==> config.mk <==
export PLATFORM = sky130hd
export DESIGN_NAME = jkff_upcounter
export DESIGN_NICKNAME = d
export VERILOG_FILES = /design/src/rtl/jkff_upcounter_pkg.sv /design/src/rtl/jkff_upcounter_jk_ff.sv /design/src/rtl/jkff_upcounter.sv
export SDC_FILE = /design/constraint.sdc
export NUM_CORES = 1
export LEC_CHECK = 0
export CAP_MARGIN = 10
export CORE_AREA = 2 2 39 41
export DETAILED_ROUTE_END_ITERATION = 10
export DIE_AREA = 0 0 41 43
export SYNTH_ARGS = -nofsm -noshare
export SYNTH_HDL_FRONTEND = slang
export SYNTH_SLANG_ARGS = --single-unit
==> constraint.sdc <==
create_clock -name clk -period 2 [get_ports clk]
set_clock_uncertainty 0.15 [all_clocks]
set_input_delay 0.4 -clock clk [delete_from_list [all_inputs] [get_ports clk]]
set_output_delay 0.4 -clock clk [all_outputs]
set_load 0.1 [all_outputs]
==> src/rtl/jkff_upcounter_pkg.sv <==
// Shared constants for the JK flip-flop up-counter: JK mode encodings and default width.
package jkff_pkg;

  typedef enum logic [1:0] {
    HOLD = 2'b00,
    CLR  = 2'b01,
    SET  = 2'b10,
    TOG  = 2'b11
  } jk_mode_e;

  localparam int unsigned JKFF_DEFAULT_WIDTH = 4;

endpackage

==> src/rtl/jkff_upcounter_jk_ff.sv <==
// Single JK flip-flop with asynchronous active-high clear.
module jk_ff
  import jkff_pkg::*;
(
  input  logic clk,
  input  logic reset,
  input  logic j,
  input  logic k,
  output logic q,
  output logic qn
);

  logic     q_q;
  logic     q_d;
  jk_mode_e mode;

  assign mode = jk_mode_e'({j, k});

  always_comb begin
    q_d = q_q;
    case (mode)
      HOLD:    q_d = q_q;
      CLR:     q_d = 1'b0;
      SET:     q_d = 1'b1;
      TOG:     q_d = ~q_q;
      default: q_d = q_q;
    endcase
  end

  always_ff @(posedge clk or posedge reset) begin
    if (reset) q_q <= 1'b0;
    else       q_q <= q_d;
  end

  assign q  = q_q;
  assign qn = ~q_q;

endmodule

==> src/rtl/jkff_upcounter.sv <==
// Synchronous binary up-counter built from WIDTH JK flip-flops on one clock.
// Optional terminal-count output tc enabled by macro JKFF_UPCOUNTER_TC_EN.
module jkff_upcounter
  import jkff_pkg::*;
#(
  parameter int unsigned WIDTH = JKFF_DEFAULT_WIDTH
) (
  input  logic             clk,
  input  logic             reset,
  output logic [WIDTH-1:0] q
`ifdef JKFF_UPCOUNTER_TC_EN
  ,
  output logic             tc
`endif
);

  // t[i] is the toggle enable of stage i: high when every lower bit is one.
  logic [WIDTH-1:0] t;
  logic [WIDTH-1:0] qn_unused;

  assign t[0] = 1'b1;

  for (genvar i = 1; i < WIDTH; i++) begin : g_chain
    assign t[i] = t[i-1] & q[i-1];
  end

  for (genvar i = 0; i < WIDTH; i++) begin : g_stage
    jk_ff u_ff (
      .clk   (clk),
      .reset (reset),
      .j     (t[i]),
      .k     (t[i]),
      .q     (q[i]),
      .qn    (qn_unused[i])
    );
  end

`ifdef JKFF_UPCOUNTER_TC_EN
  assign tc = (&q) & ~reset;
`endif

endmodule

Yosys cells after proc, flatten, opt, wreduce, memory -nomap -nowiden
Index checks and enable logic that the tools add are counted.
{"block": "word_totals", "output_inout_bits": 4, "elab_cells": 25, "in_bits": 2, "regBits": 4}
{"block": "op_classes", "n_eq_ne": 9, "n_bitwise": 6, "mux": 3, "reduce_logical": 3}
{"cell": "$eq A2 B2 Y1 const B", "count": 6}
{"cell": "$pmux W1 S3", "count": 3}
{"cell": "$eq A2 B1 Y1 const B", "count": 3}
{"cell": "$logic_not A2 Y1", "count": 3}
{"cell": "$not A1 Y1", "count": 4}
{"cell": "$and A1 B1 Y1", "count": 2}

Longest topological paths before layout
{"block": "logic_depth", "ltp_word": 4, "mapped_depth": 2}

Modules after synthesis
From an unflattened synthesis, not the netlist that was laid out.
{"block": "hier_totals", "cells_unflattened": 24, "hier_area_um2": 188.9}
{"mod": "jk_ff", "area_per_inst_um2": 41.3, "instances": 4, "cells_per_inst": 5}
{"mod": "jkff_upcounter", "area_per_inst_um2": 23.8, "instances": 1, "cells_per_inst": 4}

Least setup slack after synthesis
No wires, ideal clock.
{"block": "synth_timing", "path_type": "register -> output", "from": "register g_stage[0].u_ff.q_q", "to": "output port q[0]", "path_slack_ns": 0.746, "stages_incl_launch_ff": 2, "path_buffers": 1, "arrival_time_ns": 0.704, "cell_sequence": "dfrtp_1 -> buf_4"}
{"item": "start, declared", "line": "jkff_upcounter_jk_ff.sv:13", "source": "logic q_q;"}
{"item": "start signal, assigned", "line": "jkff_upcounter_jk_ff.sv:32", "source": "else q_q <= q_d;"}
{"item": "end, declared", "line": "jkff_upcounter.sv:10", "source": "output logic [WIDTH-1:0] q"}
No word-level cell between the ends.

Worst setup path in the final report
{"block": "layout_timing", "from": "register g_stage[0].u_ff.q_q", "to": "output port q[0]"}
No word-level cell between the ends.

==> parameters.txt <==
Parameter                              Value

STA
  Remaining max-slew budget at the tightest pin    83.4%
  Post-route clock period utilization    73.0%
  Number of hold-slack violations in the final timing report    0
  Setup tns final    0 ns
  Max Transition Viols Final    0
  Final-report setup violation count    0
  Unrepaired setup endpoints after global routing    false
  Fmax    685 MHz
  Final min period    1.46 ns
  Slew at the pin closest to its max-slew limit    0.249 ns
  Worst Setup Slack, final    0.539 ns

Global route
  Global router's overall resource usage    4.83%
  Pin count of the biggest net entering global routing    6
  Wire length of the first global-routing pass    455 microns
  Remaining Overflow, GRT    0
  Number of antenna violations at the first check in global routing    0
  Vias in the first global route    117

Floorplanning
  Height of the chip    43 microns
  Die Footprint    1760 sq um
  FP Rows    14
  Initial core utilization    12.8%
  Die Wd    41 microns
  Placeable core region    1380 sq um
  Io pins    6

Synth
  Average instance area after synthesis    11.8 sq um
  Count of cell types in the netlist    7
  Yosys top cell area share    56.3%
  EDFF count, synth    0
  Synthesized cell area    178 sq um
  Fraction of the yosys area taken by sequential cells    56.3%
  Synth Net Count    17
  Primary flip-flop cell chosen by synthesis mapping    dfrtp_1
  Top cells by count, synth    4 x buf_4, 4 x dfrtp_1, 2 x inv_1, 2 x xnor2_1
  Count of synthesis-stage warnings from yosys    0
  Flops & latches, synth    4
  Fraction of registers with async set/reset    100%
  Ranking of synthesized cells by area    dfrtp_1 56%, buf_4 17%, xnor2_1 9.9%
  Most area-hungry cell type in the Yosys netlist    dfrtp_1
  Cell count after synthesis    15

Worst setup path
  Beginning of the critical path    g_stage[0].u_ff.q
  WP buf/inv    1
  CP Data Arrival Time    0.91 ns
  Required time at the endpoint of the critical path    1.45 ns
  Critical path peak fanout    5
  Cell type of the slowest stage on the worst timing path    dfrtp_1
  Critical path's largest stage delay    0.47 ns
  Start-to-end type of the worst setup path    register to output pin
  Critical R2R Launch    g_stage[0].u_ff.q
  Setup crit end kind    output pin
  Launching element type of the critical path    register
  Largest delay share family, worst path    flip-flops
  Critical Path, Cell by Cell    buf_12

Cells and area
  Fraction of the core area covered by cells at the end of the flow    20.3%
  Filler Cells Inserted    147
  Final Net Count    23
  Antenna cell count    0
  Share of layout cells above drive strength 1    42.1%
  Area delta synth->final    57.7%
  Max reg flops    4

Clocking
  Clk_lat worst skew    0.23 ns
  Post-cts hold buffer count    0
  Clock tree from TritonCTS    yes
  Root Buffer Master    clkbuf_4
  Gates resized, CTS repair    0
  H-tree depth    1
  Setup Buffers After CTS    0
  Clock buffers created by TritonCTS    3
  Number of clock sinks    4
  CTS clk-pin slew, worst paths    0.03 ns
  Maximum root-to-sink buffer count    2

Place
  Port Buf Inserts    5
  Placer's final routability congestion estimate    0.557
  Post-Place Setup Slack    0.783 ns

Drt
  Drt first pass iters    2
  Overall via count from detail_route    107
  Average detailed-routed wire length per instance    6.74 microns
  Starting DRC count in detailed routing    3
  Final routed DRC violation total    0
  Vias per std cell    3.06
  Routed wire length    236 microns
  Count of antenna-violating nets left after detailed routing    0

Power and ir drop
  Leakage power    0.129 nW
  Power density over cell area    641 nW/um^2
  Max rail drop VDD    0.0918 mV
  Total power    0.180 mW

Outcome
  Result of the run    finished, final reports clean

Hold path
  Path type of the worst min-delay path    input port to async pin

Run
  Max cap viols    0
[logic make-up (layout without fill, tap and decap cells)]
| group | after synthesis | after routing | synth area share (%) |
|---|---|---|---|
| buffers and inverters | 6 | 10 | 21.1 |
| XOR/XNOR | 3 | 3 | 14.8 |
| AND/OR/NAND/NOR | 2 | 2 | 7.74 |
| flip-flops | 4 | 4 | 56.3 |
[cell type report]
cell class	count	area, sq um	share of cell area [%]
clock buffer	3	22.5	8.04
inverter	2	7.51	2.68
multi-input combinational	5	40.0	14.3
sequential	4	100	35.7
tap	16	20.0	7.14
timing repair buffer	5	90.1	32.1
[where the power goes]
group | internal, mW | leakage (nW) | total (mW) | switching, mW
Sequential | 0.0815 | 0.0518 | 0.0815 | 0
Combinational | 0.00183 | 0.0636 | 0.00343 | 0.00161
Clock | 0.0667 | 0.0138 | 0.0946 | 0.0279
Total | 0.150 | 0.129 | 0.180 | 0.0295
[stage by stage]
stage               cell area (sq um)  hold slack, ns  instances
floorplan                         178          0.0161         15
global placement                  258           0.368         32
detailed placement                258           0.376         32
CTS                               280           0.205         35
global route                      280           0.225         35
finish                            280           0.204         35
[cells in the final DEF, fill, tap and decap left out, drive strengths merged]
cell,instances
clkdlybuf4s50,1
buf,4
xor2,1
inv,2
dfrtp,4
nand2,1
xnor2,2
clkbuf,3
nand3,1
[final timing paths]
kind	end	slack [ns]	cells past startpoint
worst max register to register	g_stage[3].u_ff.q	1.02	2
min in group clk	g_stage[3].u_ff.q	0.38	1
worst min-delay path	g_stage[2].u_ff.q	0.20	2
worst max-delay path	q[0]	0.54	1
max in group asynchronous	g_stage[0].u_ff.q	1.35	2
worst min register to register	g_stage[3].u_ff.q	0.38	1
[routing by layer]
metal  routed length, microns  track usage [%]
met3                       12             3.14
met4                        0             10.0
met2                      147             5.00
met5                        0                0
met1                       76             3.57
(Power assumes the default switching activity.)
